$ cat src/rtl/fifo_sync_lvl_pkg.sv
// Shared read-mode names and parameter range checks for the level-aware FIFO family.
package fifo_sync_lvl_pkg;

    localparam string MODE_SHOWAHEAD = "SHOWAHEAD";
    localparam string MODE_NORMAL    = "NORMAL";

    // Thresholds must be reachable occupancies for a FIFO of depth 2^aw.
    function automatic bit thresholdsOk(input int aw, input int afullTh, input int aemptyTh);
        return (aw >= 1) &&
               (afullTh >= 1) && (afullTh <= (1 << aw)) &&
               (aemptyTh >= 0) && (aemptyTh <= (1 << aw) - 1);
    endfunction

endpackage

$ cat src/rtl/fifo_sync_ram.sv
// Simple dual-port storage: synchronous write port, asynchronous read port, no reset.
module fifo_sync_ram #(
    parameter int AW = 4,
    parameter int DW = 8
) (
    input  logic          clk_i,
    input  logic          we_i,
    input  logic [AW-1:0] waddr_i,
    input  logic [DW-1:0] wdata_i,
    input  logic [AW-1:0] raddr_i,
    output logic [DW-1:0] rdata_o
);

    logic [DW-1:0] mem_q [2**AW];

    always_ff @(posedge clk_i) begin
        if (we_i) begin
            mem_q[waddr_i] <= wdata_i;
        end
    end

    assign rdata_o = mem_q[raddr_i];

endmodule

$ cat src/rtl/fifo_sync_lvl.sv
// Single-clock FIFO with occupancy count, almost-full/empty thresholds, flush,
// sticky overflow/underflow flags and a show-ahead or registered read port.
module fifo_sync_lvl
    import fifo_sync_lvl_pkg::*;
#(
    parameter int    AW        = 4,
    parameter int    DW        = 8,
    parameter string MODE      = "SHOWAHEAD",
    parameter int    AFULL_TH  = (1 << AW) - 2,
    parameter int    AEMPTY_TH = 1
) (
    input  logic          clk_i,
    input  logic          rst_i,
    input  logic          flush_i,
    input  logic          wr_i,
    input  logic [DW-1:0] din_i,
    input  logic          rd_i,
    output logic [DW-1:0] dout_o,
    output logic          dout_vld_o,
    output logic          full_o,
    output logic          empty_o,
    output logic          afull_o,
    output logic          aempty_o,
    output logic [AW:0]   count_o,
    output logic          ovf_o,
    output logic          udf_o,
    input  logic          clr_err_i
);

    localparam logic [AW:0] PTR_ONE    = {{AW{1'b0}}, 1'b1};
    localparam logic [AW:0] AFULL_LVL  = AFULL_TH[AW:0];
    localparam logic [AW:0] AEMPTY_LVL = AEMPTY_TH[AW:0];

    if (!((MODE == MODE_SHOWAHEAD) || (MODE == MODE_NORMAL)) ||
        !thresholdsOk(AW, AFULL_TH, AEMPTY_TH)) begin : g_bad_params
        $error("fifo_sync_lvl: invalid MODE or threshold parameters");
    end

    logic [AW:0]   wp_q, wp_d, rp_q, rp_d, count_q, count_d;
    logic          ovf_q, ovf_d, udf_q, udf_d;
    logic          wrAcc, rdAcc;
    logic [DW-1:0] ramRdata;

    // Pointers carry a wrap bit so equal low bits distinguish full from empty.
    assign empty_o  = (wp_q == rp_q);
    assign full_o   = (wp_q[AW-1:0] == rp_q[AW-1:0]) && (wp_q[AW] != rp_q[AW]);
    assign wrAcc    = wr_i && !full_o && !flush_i;
    assign rdAcc    = rd_i && !empty_o && !flush_i;
    assign count_o  = count_q;
    assign afull_o  = (count_q >= AFULL_LVL);
    assign aempty_o = (count_q <= AEMPTY_LVL);
    assign ovf_o    = ovf_q;
    assign udf_o    = udf_q;

    always_comb begin
        wp_d    = wp_q;
        rp_d    = rp_q;
        count_d = count_q;
        ovf_d   = ovf_q;
        udf_d   = udf_q;
        if (flush_i) begin
            wp_d    = '0;
            rp_d    = '0;
            count_d = '0;
        end else begin
            if (wrAcc) wp_d = wp_q + PTR_ONE;
            if (rdAcc) rp_d = rp_q + PTR_ONE;
            if (wrAcc && !rdAcc) begin
                count_d = count_q + PTR_ONE;
            end else if (rdAcc && !wrAcc) begin
                count_d = count_q - PTR_ONE;
            end
        end
        // A new error event outranks a simultaneous clear.
        if (wr_i && full_o && !flush_i) begin
            ovf_d = 1'b1;
        end else if (clr_err_i) begin
            ovf_d = 1'b0;
        end
        if (rd_i && empty_o && !flush_i) begin
            udf_d = 1'b1;
        end else if (clr_err_i) begin
            udf_d = 1'b0;
        end
    end

    always_ff @(posedge clk_i) begin
        if (rst_i) begin
            wp_q    <= '0;
            rp_q    <= '0;
            count_q <= '0;
            ovf_q   <= 1'b0;
            udf_q   <= 1'b0;
        end else begin
            wp_q    <= wp_d;
            rp_q    <= rp_d;
            count_q <= count_d;
            ovf_q   <= ovf_d;
            udf_q   <= udf_d;
        end
    end

    fifo_sync_ram #(
        .AW(AW),
        .DW(DW)
    ) u_ram (
        .clk_i  (clk_i),
        .we_i   (wrAcc),
        .waddr_i(wp_q[AW-1:0]),
        .wdata_i(din_i),
        .raddr_i(rp_q[AW-1:0]),
        .rdata_o(ramRdata)
    );

    if (MODE == MODE_NORMAL) begin : g_normal
        logic [DW-1:0] dout_q;
        logic          dout_vld_q;

        always_ff @(posedge clk_i) begin
            if (rst_i) begin
                dout_q     <= '0;
                dout_vld_q <= 1'b0;
            end else begin
                dout_vld_q <= rdAcc;
                if (rdAcc) begin
                    dout_q <= ramRdata;
                end
            end
        end

        assign dout_o     = dout_q;
        assign dout_vld_o = dout_vld_q;
    end else begin : g_showahead
        assign dout_o     = ramRdata;
        assign dout_vld_o = !empty_o;
    end

endmodule

$ cat config.mk
export PLATFORM = sky130hd
export DESIGN_NAME = fifo_sync_lvl
export DESIGN_NICKNAME = d
export VERILOG_FILES = /design/src/rtl/fifo_sync_lvl_pkg.sv /design/src/rtl/fifo_sync_ram.sv /design/src/rtl/fifo_sync_lvl.sv
export SDC_FILE = /design/constraint.sdc
export NUM_CORES = 1
export LEC_CHECK = 0
export BUFFER_PORTS_ARGS = -buffer_cell sky130_fd_sc_hd__buf_2
export CELL_PAD_IN_SITES_DETAIL_PLACEMENT = 0
export CELL_PAD_IN_SITES_GLOBAL_PLACEMENT = 1
export CORE_MARGIN = 4
export CORE_UTILIZATION = 56
export DETAILED_ROUTE_END_ITERATION = 16
export PLACE_DENSITY_LB_ADDON = 0.1
export SLEW_MARGIN = 15
export SYNTH_ARGS = -nofsm -noshare
export SYNTH_HDL_FRONTEND = slang
export SYNTH_HIERARCHICAL = 1
export SYNTH_SLANG_ARGS = --single-unit
$ cat constraint.sdc
create_clock -name clk_i -period 6.3 [get_ports clk_i]
set_input_delay 1.575 -clock clk_i [delete_from_list [all_inputs] [get_ports clk_i]]
set_output_delay 1.575 -clock clk_i [all_outputs]
set_load 0.02 [all_outputs]
After elaboration in Yosys (flattened, before gate mapping)
Memory sizes are Yosys's and may differ from the RTL's. A register that Yosys moved wholly into a read port is not among the register bits.
Index checks and enable logic that the tools add are counted.
{"block": "totals", "register_bits": 17, "mem_bits_rw": 128, "inputBits": 14, "out_inout_bits": 20, "word_cells": 44, "n_memories": 1}
{"block": "classes", "add_sub_neg": 4, "magnitude_cmp": 2, "eq_ne": 3, "mux": 9, "reduce_logical": 20}
{"memory": "u_ram.mem_q", "depth": 16, "width": 8, "rd": 1, "rd_ports_with_merged_regs": 1, "wr": 1, "line_no": "fifo_sync_ram.sv:14", "rtl": "logic [DW-1:0] mem_q [2**AW];"}
{"op": "$add A5 B1 Y5 const B", "n": 3}
{"op": "$logic_and A1 B1 Y1", "n": 11}
{"op": "$mux W5", "n": 2}
{"op": "$mux W4", "n": 2}
{"op": "$reduce_bool A2 Y1", "n": 3}
{"op": "$eq A5 B5 Y1", "n": 1}
{"op": "$ge A5 B4 Y1 const B", "n": 1}
{"op": "$le A5 B1 Y1 const B", "n": 1}
{"op": "$logic_not A1 Y1", "n": 5}
{"op": "$mux W1", "n": 5}
{"op": "$sub A5 B1 Y5 const B", "n": 1}
{"op": "$eq A4 B4 Y1", "n": 1}
{"op": "$reduce_or A2 Y1", "n": 1}
{"op": "$ne A1 B1 Y1", "n": 1}

Depth between registers and ports, before layout
{"block": "depth", "word_depth": 9, "ltp_mapped": 9, "depth_no_buf": 9}

Cells and area by module
The synthesis kept the hierarchy.
{"mod": "fifo_sync_ram", "instances": 1, "cells_per_inst": 221, "area_each_um2": 4987.3, "seq_area_each_um2": 3843.7}
{"mod": "fifo_sync_lvl", "instances": 1, "cells_per_inst": 120, "area_each_um2": 1057.3, "seq_area_each_um2": 340.3}

Least setup slack after synthesis
No wires, ideal clock.
{"block": "synth_path", "kind": "input to register", "startpoint": "input port flush_i", "endpoint": "memory u_ram.mem_q[0][0], enable pin", "setup_time_ns": 0.383, "arrival_time_ns": 3.168, "slack_ns": 2.748, "path_stages": 4, "path_buffers": 0, "path_cell_list": "nand2b_1 > a21oi_1 > or3b_2 > nor3_1"}
{"block": "synth_between", "elab_chain_cells": 4}
{"element": "start, declared", "line_no": "fifo_sync_lvl.sv:14", "rtl": "input logic flush_i,"}
{"element": "$logic_not A1 Y1", "line_no": "fifo_sync_lvl.sv:47", "rtl": "assign wrAcc = wr_i && !full_o && !flush_i;"}
{"element": "$logic_and A1 B1 Y1", "line_no": "fifo_sync_lvl.sv:47"}
{"element": "named net wrAcc", "line_no": "fifo_sync_lvl.sv:41", "rtl": "logic wrAcc, rdAcc;"}
{"element": "$mux W1", "line_no": "fifo_sync_ram.sv:17", "rtl": "if (we_i) begin"}
{"element": "$mux W1 (not written as such)", "line_no": "fifo_sync_ram.sv:18", "rtl": "mem_q[waddr_i] <= wdata_i;"}
{"element": "end, declared", "line_no": "fifo_sync_ram.sv:14"}
The timed path passes the listed nets, and every way through them passes these cells.

==> flow_summary.toml <==
[clock_tree]
ctsRootBufferMaster = "clkbuf_8"
htree_levels = 4
hold_buffers = 0
clkLatencyLatePin_ps = 520
clkSinkCount = 145
clk_path_buf_depth = 2
cts_resized = 0
post-cts-setup-buffers = 0
clk_pin_slew_worst_paths_ps = 60
numCtsBuffers = 17
cts_tree = "yes"

[sta]
timing.final.crit_share_pct = 70.0
slew_headroom_pct = 30.6
slew_violations = 0
tns_ps = 0
skew_ps = 8.11
min_period_ps = 4410
setup_viol = 0
rsz0062_at_grt = "no"
max_freq_mhz = 227
final_hold_viol_count = 0
tightest_slew_ps = 1040
finalWorstSetupSlack_ps = 1890

[route]
drc = 0
first_pass_iters = 5
drt-initial-drc-count = 204
num_vias = 3188
routed_wl_um = 11400
routedWlPerCell_um = 21.3
ant_nets = 0
viasPerCell = 5.97

[cells_and_area]
num-nets-final = 406
area_delta_synth_final_pct = 14.4
diodes = 0
drive_above_1_share_pct = 23.9
fin_util_pct = 66.4

[logic_synthesis]
ys.flop_type = "edfxtp_1"
synth_commonest_cells = "128 x edfxtp_1, 21 x nand2_1, 21 x nor2_1"
yosys.area.top_type_share_pct = 63.6
synth_seq_cells = 145
synth_top_cells_by_area = "edfxtp_1 64%, mux4_2 6.7%, mux4_1 6.1%, dfxtp_1 5.6%, a22oi_1 2.0%"
yosysSeqAreaShare_pct = 69.2
synth_edf_count = 128
async_reset_ff_share_pct = 0
synth_most_common_cell = "edfxtp_1"
yosys.area.top_type = "edfxtp_1"
synth_warnings = 6
syn-instance-count = 341
ys_types = 44
syn_avg_cell_area_um2 = 17.7
syn_nets = 362
syn_area_mm2 = 0.00604

[hold_path]
min_path_type = "reg -> reg"

[setup_path]
slowest_delay_ps = 650
cp_slowest_cell = "dfxtp_2"
required_ps = 4720
worstPathCellList = "buf_4 > mux4_1 > a22oi_1 > nand2_1 > buf_2"
cp_max_fo = 22
start_kind = "flip-flop"
critPathCaptureType = "primary output"
arrival_ps = 2840
path_class = "reg -> out"

[place]
pre_cts_ws_ps = 2230
dp_hpwl_um = 7160
place_congestion = 0.770
portBuffers = 33

[global_route]
grt-ovfl-total = 0
grt_pass1_wl_um = 18400
grt_max_degree = 36
grt.total_usage_pct = 19.8
antenna_found_initial = 0
grt_pass1_vias = 3284

[die]
io_pins = 34
initial_utilization_pct = 58.0
core_mm2 = 0.0104
die_area_mm2 = 0.0125
die_w_um = 112
rows = 37
fp.dieH_um = 112

[power]
power_mw = 2.13
p_leak_nw = 2.32
vdd_drop_max_mv = 0.143
powerDensity_mw_per_mm2 = 307

[flow_run]
maxCapViolCount = 0

[run_status]
status = "finished clean"
==> final cells by class <==
type / instances / area (um^2)
clock buffers: 17 / 414
clock inverters: 15 / 191
fillers: 725 / 3500
inverters: 7 / 26.3
multi-input cells: 176 / 1730
flip-flops and latches: 145 / 4190
well taps: 136 / 170
repair buffers: 38 / 203
==> cell families after synthesis <==
logic type | Yosys count | synth area share, %
flip-flops | 145 | 69.2
AND/OR/NAND/NOR | 78 | 6.75
AO/OA/AOI/OAI | 43 | 5.05
multiplexers | 38 | 13.8
buffers and inverters | 20 | 2.30
XOR/XNOR | 10 | 1.45
adder cells (fa/ha/maj) | 7 | 1.45
==> worst paths after layout <==
kind	from	endpoint	slack (ps)	depth (start not counted)
worst min register to register	ovf_o	ovf_o	500	2
worst min-delay path	ovf_o	ovf_o	500	2
worst max-delay path	rp_q[0]	dout_o[1]	1890	5
worst max register to register	rp_q[0]	count_o[4]	3060	8
==> registers in the layout (all words and copies together) (netlist names) <==
register and count:
count_o 5, ovf_o 1, rp_q 5, u_ram/mem_q 128, udf_o 1, wp_q 5
==> critical path, delay by kind of cell (launching register included) <==
family | cells | cell delay [ps]
DFF | 1 | 650
and+or+nand+nor | 1 | 80
muxes | 1 | 640
AOI/OAI and AO/OA | 1 | 290
buffers and inverters | 2 | 630
==> layer usage <==
layer | wire [um] | global-route usage [%] | vias up
li1 | - | - | 1479
met1 | 4440 | 24.4 | 1592
met2 | 6010 | 33.3 | 108
met3 | 785 | 6.36 | 9
met4 | 153 | 6.49 | 0
met5 | 0 | 0 | -
==> stage by stage <==
| stage | instance area (um^2) | cells | hold WS [ps] |
|---|---|---|---|
| global placement | 6310 | 502 | 465 |
| CTS | 6910 | 534 | 495 |
| global route | 6920 | 534 | 509 |
| finish | 6920 | 534 | 496 |
| floorplan | 6040 | 341 | 484 |
| detailed placement | 6310 | 502 | 478 |
==> where the power goes <==
part           leakage, nW  total [mW]  switching (mW)  internal (mW)
Combinational        0.741      0.0633          0.0410         0.0223
Clock                0.287        1.01           0.370          0.639
Sequential            1.29        1.05         0.00467           1.05
Total                 2.32        2.13           0.415           1.71
==> placed cells by master, fill, tap and decap left out, types with 5 or more instances in the layout <==
| master | Yosys | final |
|---|---|---|
| edfxtp_1 | 128 | 128 |
| buf_2 | 3 | 33 |
| nand2_1 | 21 | 21 |
| nor2_1 | 21 | 21 |
| mux4_2 | 18 | 18 |
| clkbuf_16 | 0 | 16 |
| dfxtp_1 | 17 | 16 |
| a22oi_1 | 16 | 16 |
| mux4_1 | 14 | 14 |
| a21oi_1 | 10 | 10 |
| xor2_1 | 7 | 7 |
| inv_1 | 7 | 7 |
| nand4_1 | 7 | 7 |
| ha_1 | 7 | 7 |
| mux2i_1 | 6 | 6 |
| buf_4 | 1 | 5 |
(Power assumes the default switching activity.)
